<file path="src/rtl/chunked_serial_adder.sv">
// chunked_serial_adder: multi-cycle add/subtract unit computing a WIDTH-bit
// result CHUNK bits per clock, carry held in a register between chunks.
// Valid/ready handshakes on the operand and result sides.
// Optional feature macro: CHUNKED_ADDER_BACK2BACK_EN -- when defined, DONE can
// retire a result and accept new operands on the same edge (DONE -> RUN).
module chunked_serial_adder #(
    parameter int WIDTH = 16,
    parameter int CHUNK = 4
) (
    input  logic             clk,
    input  logic             rst_n,
    input  logic             in_valid,
    output logic             in_ready,
    input  logic [WIDTH-1:0] A,
    input  logic [WIDTH-1:0] B,
    input  logic             Cin,
    input  logic             Sub,
    output logic             out_valid,
    input  logic             out_ready,
    output logic [WIDTH-1:0] S,
    output logic             Cout,
    output logic             Ovf
);

    localparam int NCHUNK = WIDTH / CHUNK;
    localparam int IDXW   = (NCHUNK > 1) ? $clog2(NCHUNK) : 1;
    localparam logic [IDXW-1:0] LAST_IDX = IDXW'(NCHUNK - 1);

    typedef enum logic [1:0] {
        IDLE = 2'd0,
        RUN  = 2'd1,
        DONE = 2'd2
    } state_t;

    state_t           state_q, state_d;
    logic [IDXW-1:0]  idx_q, idx_d;
    logic             carry_q, carry_d;
    logic [WIDTH-1:0] a_q, a_d;
    logic [WIDTH-1:0] bx_q, bx_d;
    logic [WIDTH-1:0] s_q, s_d;
    logic             cout_q, cout_d;
    logic             ovf_q, ovf_d;

    logic [31:0]      chunk_base;
    logic [CHUNK-1:0] a_chunk;
    logic [CHUNK-1:0] b_chunk;
    logic [CHUNK:0]   chunk_sum;
    logic             msb_cin;
    logic             rdy;
    logic             load;

    // Chunk datapath: add the current slice of A and Bx plus the held carry
    always_comb begin
        chunk_base = 32'(idx_q) * 32'(CHUNK);
        a_chunk    = a_q[chunk_base +: CHUNK];
        b_chunk    = bx_q[chunk_base +: CHUNK];
        chunk_sum  = {1'b0, a_chunk} + {1'b0, b_chunk} + {{CHUNK{1'b0}}, carry_q};
        // Carry into the top bit of this chunk, recovered from the sum bit
        msb_cin    = a_chunk[CHUNK-1] ^ b_chunk[CHUNK-1] ^ chunk_sum[CHUNK-1];
    end

    // Next-state, handshake outputs and register updates
    always_comb begin
        state_d   = state_q;
        idx_d     = idx_q;
        carry_d   = carry_q;
        a_d       = a_q;
        bx_d      = bx_q;
        s_d       = s_q;
        cout_d    = cout_q;
        ovf_d     = ovf_q;
        rdy       = 1'b0;
        load      = 1'b0;
        out_valid = 1'b0;

        case (state_q)
            IDLE: begin
                rdy  = 1'b1;
                load = in_valid;
            end
            RUN: begin
                s_d[chunk_base +: CHUNK] = chunk_sum[CHUNK-1:0];
                carry_d = chunk_sum[CHUNK];
                idx_d   = idx_q + 1'b1;
                if (idx_q == LAST_IDX) begin
                    cout_d  = chunk_sum[CHUNK];
                    ovf_d   = msb_cin ^ chunk_sum[CHUNK];
                    idx_d   = '0;
                    state_d = DONE;
                end
            end
            DONE: begin
                out_valid = 1'b1;
`ifdef CHUNKED_ADDER_BACK2BACK_EN
                rdy = out_ready;
                if (out_ready) begin
                    state_d = IDLE;
                    load    = in_valid;
                end
`else
                if (out_ready) begin
                    state_d = IDLE;
                end
`endif
            end
            default: begin
                state_d = IDLE;
            end
        endcase

        // Subtraction is A + ~B + ~Cin; inversion happens once at accept
        if (load) begin
            a_d     = A;
            bx_d    = Sub ? ~B : B;
            carry_d = Sub ? ~Cin : Cin;
            idx_d   = '0;
            state_d = RUN;
        end

        in_ready = rdy & rst_n;
    end

    // State and datapath registers with synchronous active-low reset
    always_ff @(posedge clk) begin
        if (!rst_n) begin
            state_q <= IDLE;
            idx_q   <= '0;
            carry_q <= 1'b0;
            a_q     <= '0;
            bx_q    <= '0;
            s_q     <= '0;
            cout_q  <= 1'b0;
            ovf_q   <= 1'b0;
        end else begin
            state_q <= state_d;
            idx_q   <= idx_d;
            carry_q <= carry_d;
            a_q     <= a_d;
            bx_q    <= bx_d;
            s_q     <= s_d;
            cout_q  <= cout_d;
            ovf_q   <= ovf_d;
        end
    end

    assign S    = s_q;
    assign Cout = cout_q;
    assign Ovf  = ovf_q;

endmodule

</file>
<file path="config.mk">
export PLATFORM = sky130hd
export DESIGN_NAME = chunked_serial_adder
export DESIGN_NICKNAME = d
export VERILOG_FILES = /design/src/rtl/chunked_serial_adder.sv
export SDC_FILE = /design/constraint.sdc
export NUM_CORES = 1
export LEC_CHECK = 0
export BUFFER_PORTS_ARGS = -buffer_cell sky130_fd_sc_hd__clkbuf_2
export CORE_ASPECT_RATIO = 0.75
export CORE_UTILIZATION = 54
export CTS_BUF_LIST = sky130_fd_sc_hd__clkbuf_16
export DETAILED_ROUTE_END_ITERATION = 10
export GPL_TIMING_DRIVEN = 0
export PLACE_DENSITY = 0.79
export SKIP_CTS_REPAIR_TIMING = 1
export SLEW_MARGIN = 0
export SYNTH_ARGS = -nofsm -noshare
export SYNTH_HDL_FRONTEND = slang
export SYNTH_SLANG_ARGS = --single-unit
</file>
<file path="constraint.sdc">
create_clock -name clk -period 3.6 [get_ports clk]
set_input_delay 0.36 -clock clk [delete_from_list [all_inputs] [get_ports clk]]
set_output_delay 0.36 -clock clk [all_outputs]
set_load 0.02 [all_outputs]
</file>
==> results of run 1 <==
## placed cells by master (no fill, tap or decap), types with 2 or more instances in the layout
master and n:
o211a_1 16, ha_1 9, fa_1 2, clkbuf_16 5, clkbuf_2 55, nand2_1 62, inv_1 8, o31ai_1 2
clkbuf_1 10, and2b_2 2, a21boi_0 18, and4_1 2, nand3_1 2, o21ai_0 6, nor2_1 9, xnor2_1 18
or2_2 2, a21oi_1 5, nand2b_1 2, dfxtp_1 55, buf_2 6, nor2b_1 11, and2_1 5, mux4_2 8
a22oi_1 10
## cells in the mapped netlist, types with 2 or more instances
| cell | instances |
|---|---|
| or2_2 | 2 |
| o21ai_0 | 6 |
| nand2_1 | 62 |
| o211a_1 | 16 |
| nor2_1 | 9 |
| buf_2 | 6 |
| and2_1 | 5 |
| xnor2_1 | 18 |
| ha_1 | 9 |
| inv_1 | 7 |
| fa_1 | 2 |
| a21boi_0 | 18 |
| mux4_2 | 8 |
| dfxtp_1 | 55 |
| nor2b_1 | 11 |
| clkbuf_1 | 10 |
| nand2b_1 | 2 |
| nand3_1 | 2 |
| and4_1 | 2 |
| o31ai_1 | 2 |
| a21oi_1 | 5 |
| a22oi_1 | 10 |
| and2b_2 | 2 |
## per-stage QoR
| stage | hold WS, ns | cell area (um2) | power (mW) | util (%) |
|---|---|---|---|---|
| after global routing | 0.322 | 3180 | 1.39 | 68.8 |
| after floorplan | 0.440 | 2710 | 0.819 | - |
| after CTS | 0.300 | 3180 | 1.33 | 68.8 |
| final | 0.296 | 3180 | 1.33 | 68.8 |
| after detailed placement | 0.462 | 3050 | 0.890 | 66.0 |
| after global placement | 0.447 | 3050 | 0.883 | 66.0 |
## worst paths after layout
kind                            startpoint  endpoint  slack [ns]  depth (start not counted)
worst max-delay path              idx_q[0]     S[11]        0.60                          7
worst min-delay path                 A[15]   a_q[15]        0.30                          3
worst max register to register    idx_q[0]     S[11]        0.60                          7
worst min register to register      a_q[0]    a_q[0]        0.47                          2
## critical path: stages (launching register included)
cell     delay, ns
dfxtp_1       0.53
buf_2         0.38
mux4_2        0.59
fa_1          0.43
a211o_1       0.34
and3_1        0.21
or2_2         0.29
o21ai_0       0.15
## cell type report
class,instances,area share (%)
Clock inverter,1,0.118
Clock buffer,5,3.93
Sequential cell,55,34.6
Inverter,7,0.826
Buffer,17,2.48
Multi-Input combinational cell,206,47.1
Timing Repair Buffer,55,8.65
Tap cell,57,2.24
## state kept, by name, summed over array words and instances (netlist names)
| register | flops |
|---|---|
| S | 16 |
| a_q | 16 |
| bx_q | 16 |
| idx_q | 2 |
| state_q | 2 |
| Cout | 1 |
| Ovf | 1 |
| carry_q | 1 |
## power by group
part / total [mW] / leakage, nW / internal (mW) / switching, mW
sequential: 0.659 / 0.450 / 0.640 / 0.0187
combinational: 0.221 / 0.931 / 0.100 / 0.121
clock: 0.446 / 0.0669 / 0.248 / 0.199
total: 1.33 / 1.45 / 0.988 / 0.339
## cells by family (layout without fill, tap and decap cells)
| logic type | after synthesis | in the layout | synth area share [%] |
|---|---|---|---|
| and+or+nand+nor | 107 | 107 | 19.5 |
| AOI/OAI and AO/OA | 60 | 60 | 17.1 |
| DFF | 55 | 55 | 40.7 |
| buffers and inverters | 24 | 85 | 3.88 |
| xor gates and xnor gates | 19 | 19 | 6.15 |
| adders and majority gates | 11 | 11 | 5.64 |
| muxes | 9 | 9 | 7.03 |
## per-layer routing
metal	GRT usage, %	routed length [um]
met4	9.11	40
met3	4.72	442
met1	33.8	2850
met2	39.6	2750
met5	0	0
==> impl_metrics.ini, run 1 <==
[finish]
seqCellArea_um2 = 1100
fill_cells = 402
fin_nets = 396
area_growth_pct = 17.6
drive_above_1_share_pct = 23.1
diodes = 0
stdcell_count = 403
multi_input_area_um2 = 1500

[placed_design]
placed_cells = 397
numPortBuffers = 55
detailed_place_hpwl_um = 4470
pre_cts_slack_ns = 0.641
gp_congestion = 0.857

[synth]
yosysSeqAreaShare_pct = 40.7
syn-cell-area_um2 = 2710
syn_inst = 285
synth_edf_count = 0
synth_area_leader_cell = dfxtp_1
ys.flop_type = dfxtp_1
synth.net_count = 334
ys_types = 39
yosysTopAreaCellShare_pct = 40.7
async_reset_ff_share_pct = 0
synth_seq_cells = 55
synth.area.top_cells = dfxtp_1 (41%), nand2_1 (8.6%), mux4_2 (6.7%)
synth_warnings = 0
synth_area_per_cell_um2 = 9.50

[pwr]
vdd_ir_drop_max_mv = 0.303
p_leak_nw = 1.45
p_per_area_nw_per_um2 = 417

[floorplanning]
design.core.area_um2 = 4620
die_w_um = 83.7
die_area_um2 = 5300
die_h_um = 63.3
num_rows = 21
io_pins = 58
initial_core_util_pct = 58.5

[sta]
fmax_ghz = 0.334
final-hold-violation-count = 0
drv_slew = 0
layout_min_cycle_time_ns = 3.00
setup_ws_ns = 0.605
slew-limit-headroom_pct = 59.2
setup_viol = 0
tightest_slew_ns = 0.613
period_share_pct = 83.2
finClkSkew_ns = 0.00605
fin_setup_tns_ns = 0
rsz0062_at_grt = false

[detailed_routing]
wl_per_cell_um = 15.1
vias = 2259
firstDrtPassIters = 4
routed_wl_um = 6080
drc = 0
vias_per_cell = 5.61
antenna_left = 0
drt-initial-drc-count = 167

[grt]
grt_pass1_wl_um = 10500
grt_pass1_vias = 2245
grtUsageTotal_pct = 24.9
grt_max_degree = 15
antenna_found_initial = 0
grt_overflow = 0

[clock_network]
htreeDepth = 2
cts_buffer_depth = 2
cts_tree = yes
insertion_delay_ns = 0.29
cts-root-buf = clkbuf_16
cts_sinks = 55
path_clk_slew_ns = 0.07
cts_inserted_buffers = 5

[setup_path]
required_ns = 3.81
crit_path_end_kind = register
critPathKind = register to register
crit_fanout = 10
critPathArrivalTime_ns = 3.21
start_kind = register

[worst_hold_path]
hold_class = primary input to register

[job]
maxCapViolCount = 0

[run_status]
outcome = completed
No activity file was read; power rests on OpenSTA's default activity.
==> inputs of run 2 (changes only) <==
==> constraint.sdc (replaced) <==
create_clock -name clk -period 2.8 [get_ports clk]
set_input_delay 0.28 -clock clk [delete_from_list [all_inputs] [get_ports clk]]
set_output_delay 0.28 -clock clk [all_outputs]
set_load 0.02 [all_outputs]
==> run 2 against run 1 <==
Against the previous run:
- power grew 29%
- clock skew shrank 0.00088 ns
- worst hold slack lost 0.079 ns
- critical endpoint unchanged
- global-route usage is the same
- wire length is essentially flat
- register-to-register slack lost 0.46 ns
- sequential cell count is the same
- cell area grew 0.35%
==> impl_metrics.ini, run 2 (synthesized netlist as in run 1, its figures left out) <==
[sta]
whs_ns = 0.217
slew-limit-headroom_pct = 62.3
drv_slew = 0
rsz0062_at_grt = false
tightest_slew_ns = 0.558
final-hold-violation-count = 0
fmax_ghz = 0.376
setup_viol = 0
setup_ws_ns = 0.143
finClkSkew_ns = 0.00516
fin_setup_tns_ns = 0
period_share_pct = 94.9
layout_min_cycle_time_ns = 2.66

[setup_path]
start_kind = register
critPathArrivalTime_ns = 2.87
reg2regPathDepth = 7
critPathKind = register to register
crit_path_end_kind = register
required_ns = 3.01
crit_fanout = 10

[finish]
multi_input_area_um2 = 1500
diodes = 0
seqCellArea_um2 = 1100
final_common_cell = nand2_1
stdcell_count = 403
drive_above_1_share_pct = 23.7
area_growth_pct = 18.0
fin_nets = 396
fill_cells = 399
layout_common_cells = nand2_1 (62), clkbuf_2 (56), dfxtp_1 (54)

[detailed_routing]
routed_wl_um = 6080
vias = 2265
antenna_left = 0
wl_per_cell_um = 15.1
drt-initial-drc-count = 191
drc = 0
vias_per_cell = 5.62
firstDrtPassIters = 4

[clock_network]
path_clk_slew_ns = 0.06
cts_sinks = 55
cts_tree = yes
htreeDepth = 2
cts-root-buf = clkbuf_16
cts_inserted_buffers = 5
cts_buffer_depth = 2
insertion_delay_ns = 0.29

[pwr]
seq_power_share_pct = 49.7
totalPowerFinal_mw = 1.71
p_sw_uw = 435
cell_internal_pwr_mw = 1.27
p_clk_share_pct = 33.6
p_leak_nw = 1.45
p_per_area_nw_per_um2 = 535
netSwitchingFraction_pct = 25.5
vdd_ir_drop_max_mv = 0.391
comb_power_share_pct = 16.7

[grt]
grt_pass1_vias = 2245
grtUsageTotal_pct = 24.9
antenna_found_initial = 0
grt_overflow = 0
grt_max_degree = 15
grt_pass1_wl_um = 10500

[placed_design]
numPortBuffers = 55
gp_congestion = 0.857
placed_cells = 397
pre_cts_slack_ns = -0.159
detailed_place_hpwl_um = 4470

[floorplanning]
die_w_um = 83.7
die_area_um2 = 5300
initial_core_util_pct = 58.5
io_pins = 58
design.core.area_um2 = 4620
die_h_um = 63.3
num_rows = 21

[worst_hold_path]
holdPathStages = 3
hold_class = primary input to register

[run_status]
outcome = completed

[job]
maxCapViolCount = 0
run 2: power groups by stage:
stage | combinational [mW] | sequential, mW | clock, mW
6_report | 0.285 | 0.847 | 0.574
5_1_grt | 0.313 | 0.851 | 0.622
4_1_cts | 0.284 | 0.847 | 0.579
3_5_place_dp | 0.280 | 0.864 | 0
3_3_place_gp | 0.273 | 0.862 | 0
2_1_floorplan | 0.191 | 0.862 | 0
run 2: final timing paths:
path | start | end | slack [ns]
max | idx_q[0] | S[11] | 0.14
min | A[15] | a_q[15] | 0.22
max reg2reg | idx_q[0] | S[11] | 0.14
min reg2reg | a_q[2] | a_q[2] | 0.47
run 2: through the flow:
stage,utilization [%],area (um2)
after floorplan,-,2710
after global placement,66.0,3050
after detailed placement,66.0,3050
after CTS,68.8,3180
after global routing,69.0,3190
final,69.0,3190
run 2: per-layer routing:
layer	vias up	routed length (um)	track usage [%]
met5	-	0	0
met4	0	28	9.11
met3	4	458	4.72
met2	82	2760	39.6
met1	1070	2840	33.8
li1	1109	-	-
run 2: critical path, stage by stage, from the launching register on:
cell	delay (ns)
dfxtp_4	0.41
buf_6	0.19
mux4_2	0.56
fa_1	0.43
a211o_1	0.34
and3_1	0.21
or2_2	0.29
o21ai_0	0.15
run 2: layout make-up:
class,instances,area share [%]
multi-input cells,206,47.0
flip-flops and latches,55,34.6
repair buffers,55,8.62
clock buffers,5,3.92
plain buffers,17,2.70
well taps,57,2.23
inverters,7,0.823
clock inverters,1,0.118
==> inputs of run 3 (changes only) <==
--- a/config.mk
+++ b/config.mk
@@ -7,11 +7,11 @@
 export LEC_CHECK = 0
 export BUFFER_PORTS_ARGS = -buffer_cell sky130_fd_sc_hd__clkbuf_2
 export CORE_ASPECT_RATIO = 0.75
-export CORE_UTILIZATION = 54
+export CORE_UTILIZATION = 49
 export CTS_BUF_LIST = sky130_fd_sc_hd__clkbuf_16
 export DETAILED_ROUTE_END_ITERATION = 10
 export GPL_TIMING_DRIVEN = 0
-export PLACE_DENSITY = 0.79
+export PLACE_DENSITY = 0.76
 export SKIP_CTS_REPAIR_TIMING = 1
 export SLEW_MARGIN = 0
 export SYNTH_ARGS = -nofsm -noshare
==> constraint.sdc (replaced) <==
create_clock -name clk -period 2.1 [get_ports clk]
set_input_delay 0.21 -clock clk [delete_from_list [all_inputs] [get_ports clk]]
set_output_delay 0.21 -clock clk [all_outputs]
set_load 0.02 [all_outputs]
==> run 3 against run 2 <==
Against the previous run:
- sequential power grew 33%
- critical path depth unchanged
- clock power up 39%
- the run now ends with negative setup slack left
- clock skew grew 0.00086 ns
- non-clock buffer count is 10 higher
- final cell count increased by 7.4%
- highest routed layer unchanged
- worst hold slack got worse by 0.078 ns
- via count rose by 0.26%
- first-iteration DRC count shrank 19%
- critical path type unchanged
- fmax up 11%
==> impl_metrics.ini, run 3 (synthesized netlist as in run 1, its figures left out) <==
[placed_design]
numPortBuffers = 55
gp_congestion = 0.765
placed_cells = 415
place_area_um2 = 3100
detailed_place_hpwl_um = 4430

[sta]
rsz0062_at_grt = true
finClkSkew_ns = 0.00602
period_share_pct = 114
drv_slew = 0
setup_viol = 15
final-hold-violation-count = 0
layout_min_cycle_time_ns = 2.40
setup_ws_ns = -0.299
fmax_ghz = 0.417
slew-limit-headroom_pct = 65.5
tightest_slew_ns = 0.518

[finish]
diodes = 0
final_area_um2 = 3460
layout_common_cells = nand2_1 (62), clkbuf_2 (55), dfxtp_1 (54)
fin_nets = 406
area_growth_pct = 27.8
final_common_cell = nand2_1
stdcell_count = 433
drive_above_1_share_pct = 32.7

[detailed_routing]
vias = 2271
drc = 0
antenna_left = 0
firstDrtPassIters = 4
vias_per_cell = 5.24
wl_per_cell_um = 14.9
drt-initial-drc-count = 155
routed_wl_um = 6450

[setup_path]
crit_path_end_kind = register
start_kind = register
critPathKind = register to register
cp-startpoint = idx_q[0]
timing.rr.start = idx_q[0]
required_ns = 2.34
critPathArrivalTime_ns = 2.64
crit_fanout = 7

[clock_network]
htreeDepth = 2
cts_inserted_buffers = 5
cts-root-buf = clkbuf_16
cts_tree = yes
cts_sinks = 55
path_clk_slew_ns = 0.07
cts_buffer_depth = 2
insertion_delay_ns = 0.30

[grt]
grt_pass1_wl_um = 9510
antenna_found_initial = 0
grtUsageTotal_pct = 21.9
grt_use_met1_pct = 30.1
busiest_layer = met2
grt_pass1_vias = 1976
grt_overflow = 0
grt_max_degree = 16
grtUsageMet3_pct = 4.49
use_met2_pct = 33.9

[floorplanning]
initial_core_util_pct = 50.8
design.core.area_um2 = 5320
io_pins = 58
die_w_um = 87.8
num_rows = 23
die_h_um = 66.4
die_area_um2 = 5830

[worst_hold_path]
hold_path_startpoint = A[11]
hold_class = primary input to register

[job]
maxCapViolCount = 0

[run_status]
violations = negative setup slack
outcome = finished, violations left

[pwr]
p_per_area_nw_per_um2 = 690
vdd_ir_drop_max_mv = 0.384
p_leak_nw = 1.54
==> run 3: cell types whose count changed in the layout (fill, tap and decap cells not counted), sizes merged <==
| cell | delta |
|---|---|
| buf | +11 |
| clkinv | +1 |
| inv | +1 |
| clkbuf | -1 |
==> run 3: power by group <==
| group | leakage [nW] | internal, mW | total [mW] | switching [mW] |
|---|---|---|---|---|
| clock network | 0.0762 | 0.432 | 0.796 | 0.364 |
| registers | 0.451 | 1.10 | 1.13 | 0.0315 |
| logic | 1.02 | 0.221 | 0.464 | 0.243 |
| total | 1.54 | 1.75 | 2.39 | 0.638 |
==> run 3: per-stage QoR <==
stage                     util, %  hold slack, ns  TNS (ns)  worst slack [ns]  total power [mW]
after floorplan                 -           0.354     -1.04            -0.132              1.41
after global placement       58.2           0.446     -4.26            -0.330              1.52
after detailed placement     58.2           0.455     -4.81            -0.364              1.53
after CTS                    60.8           0.146     -5.34            -0.399              2.32
after global routing         65.0           0.164     -4.14            -0.352              2.48
final                        65.0           0.139     -3.31            -0.299              2.39
==> run 3: path summary, 6_finish.rpt <==
path	slack [ns]	depth (start not counted)	endpoint
max	-0.30	7	S[3]
min	0.14	3	a_q[11]
max reg2reg	-0.30	7	S[3]
min reg2reg	0.46	2	a_q[14]
==> run 3: routing by layer <==
metal	wire length, um	vias up
met5	0	-
met2	3050	65
li1	-	1126
met3	356	6
met4	48	0
met1	3000	1074
==> run 3: cell type report <==
class | instances | area, um2
fill | 452 | 1860
multi-input combinational | 206 | 1650
sequential | 55 | 1100
timing repair buffer | 65 | 354
clock buffer | 5 | 125
buffer | 17 | 97.6
tap | 75 | 93.8
inverter | 7 | 26.3
clock inverter | 3 | 12.5
==> run 3: critical path: stages, from the launching register on <==
cell and delay [ns]:
dfxtp_4 0.39, buf_12 0.13, mux4_2 0.53, fa_2 0.40
a211o_1 0.32, and3_4 0.18, o31ai_1 0.24, and2_1 0.15
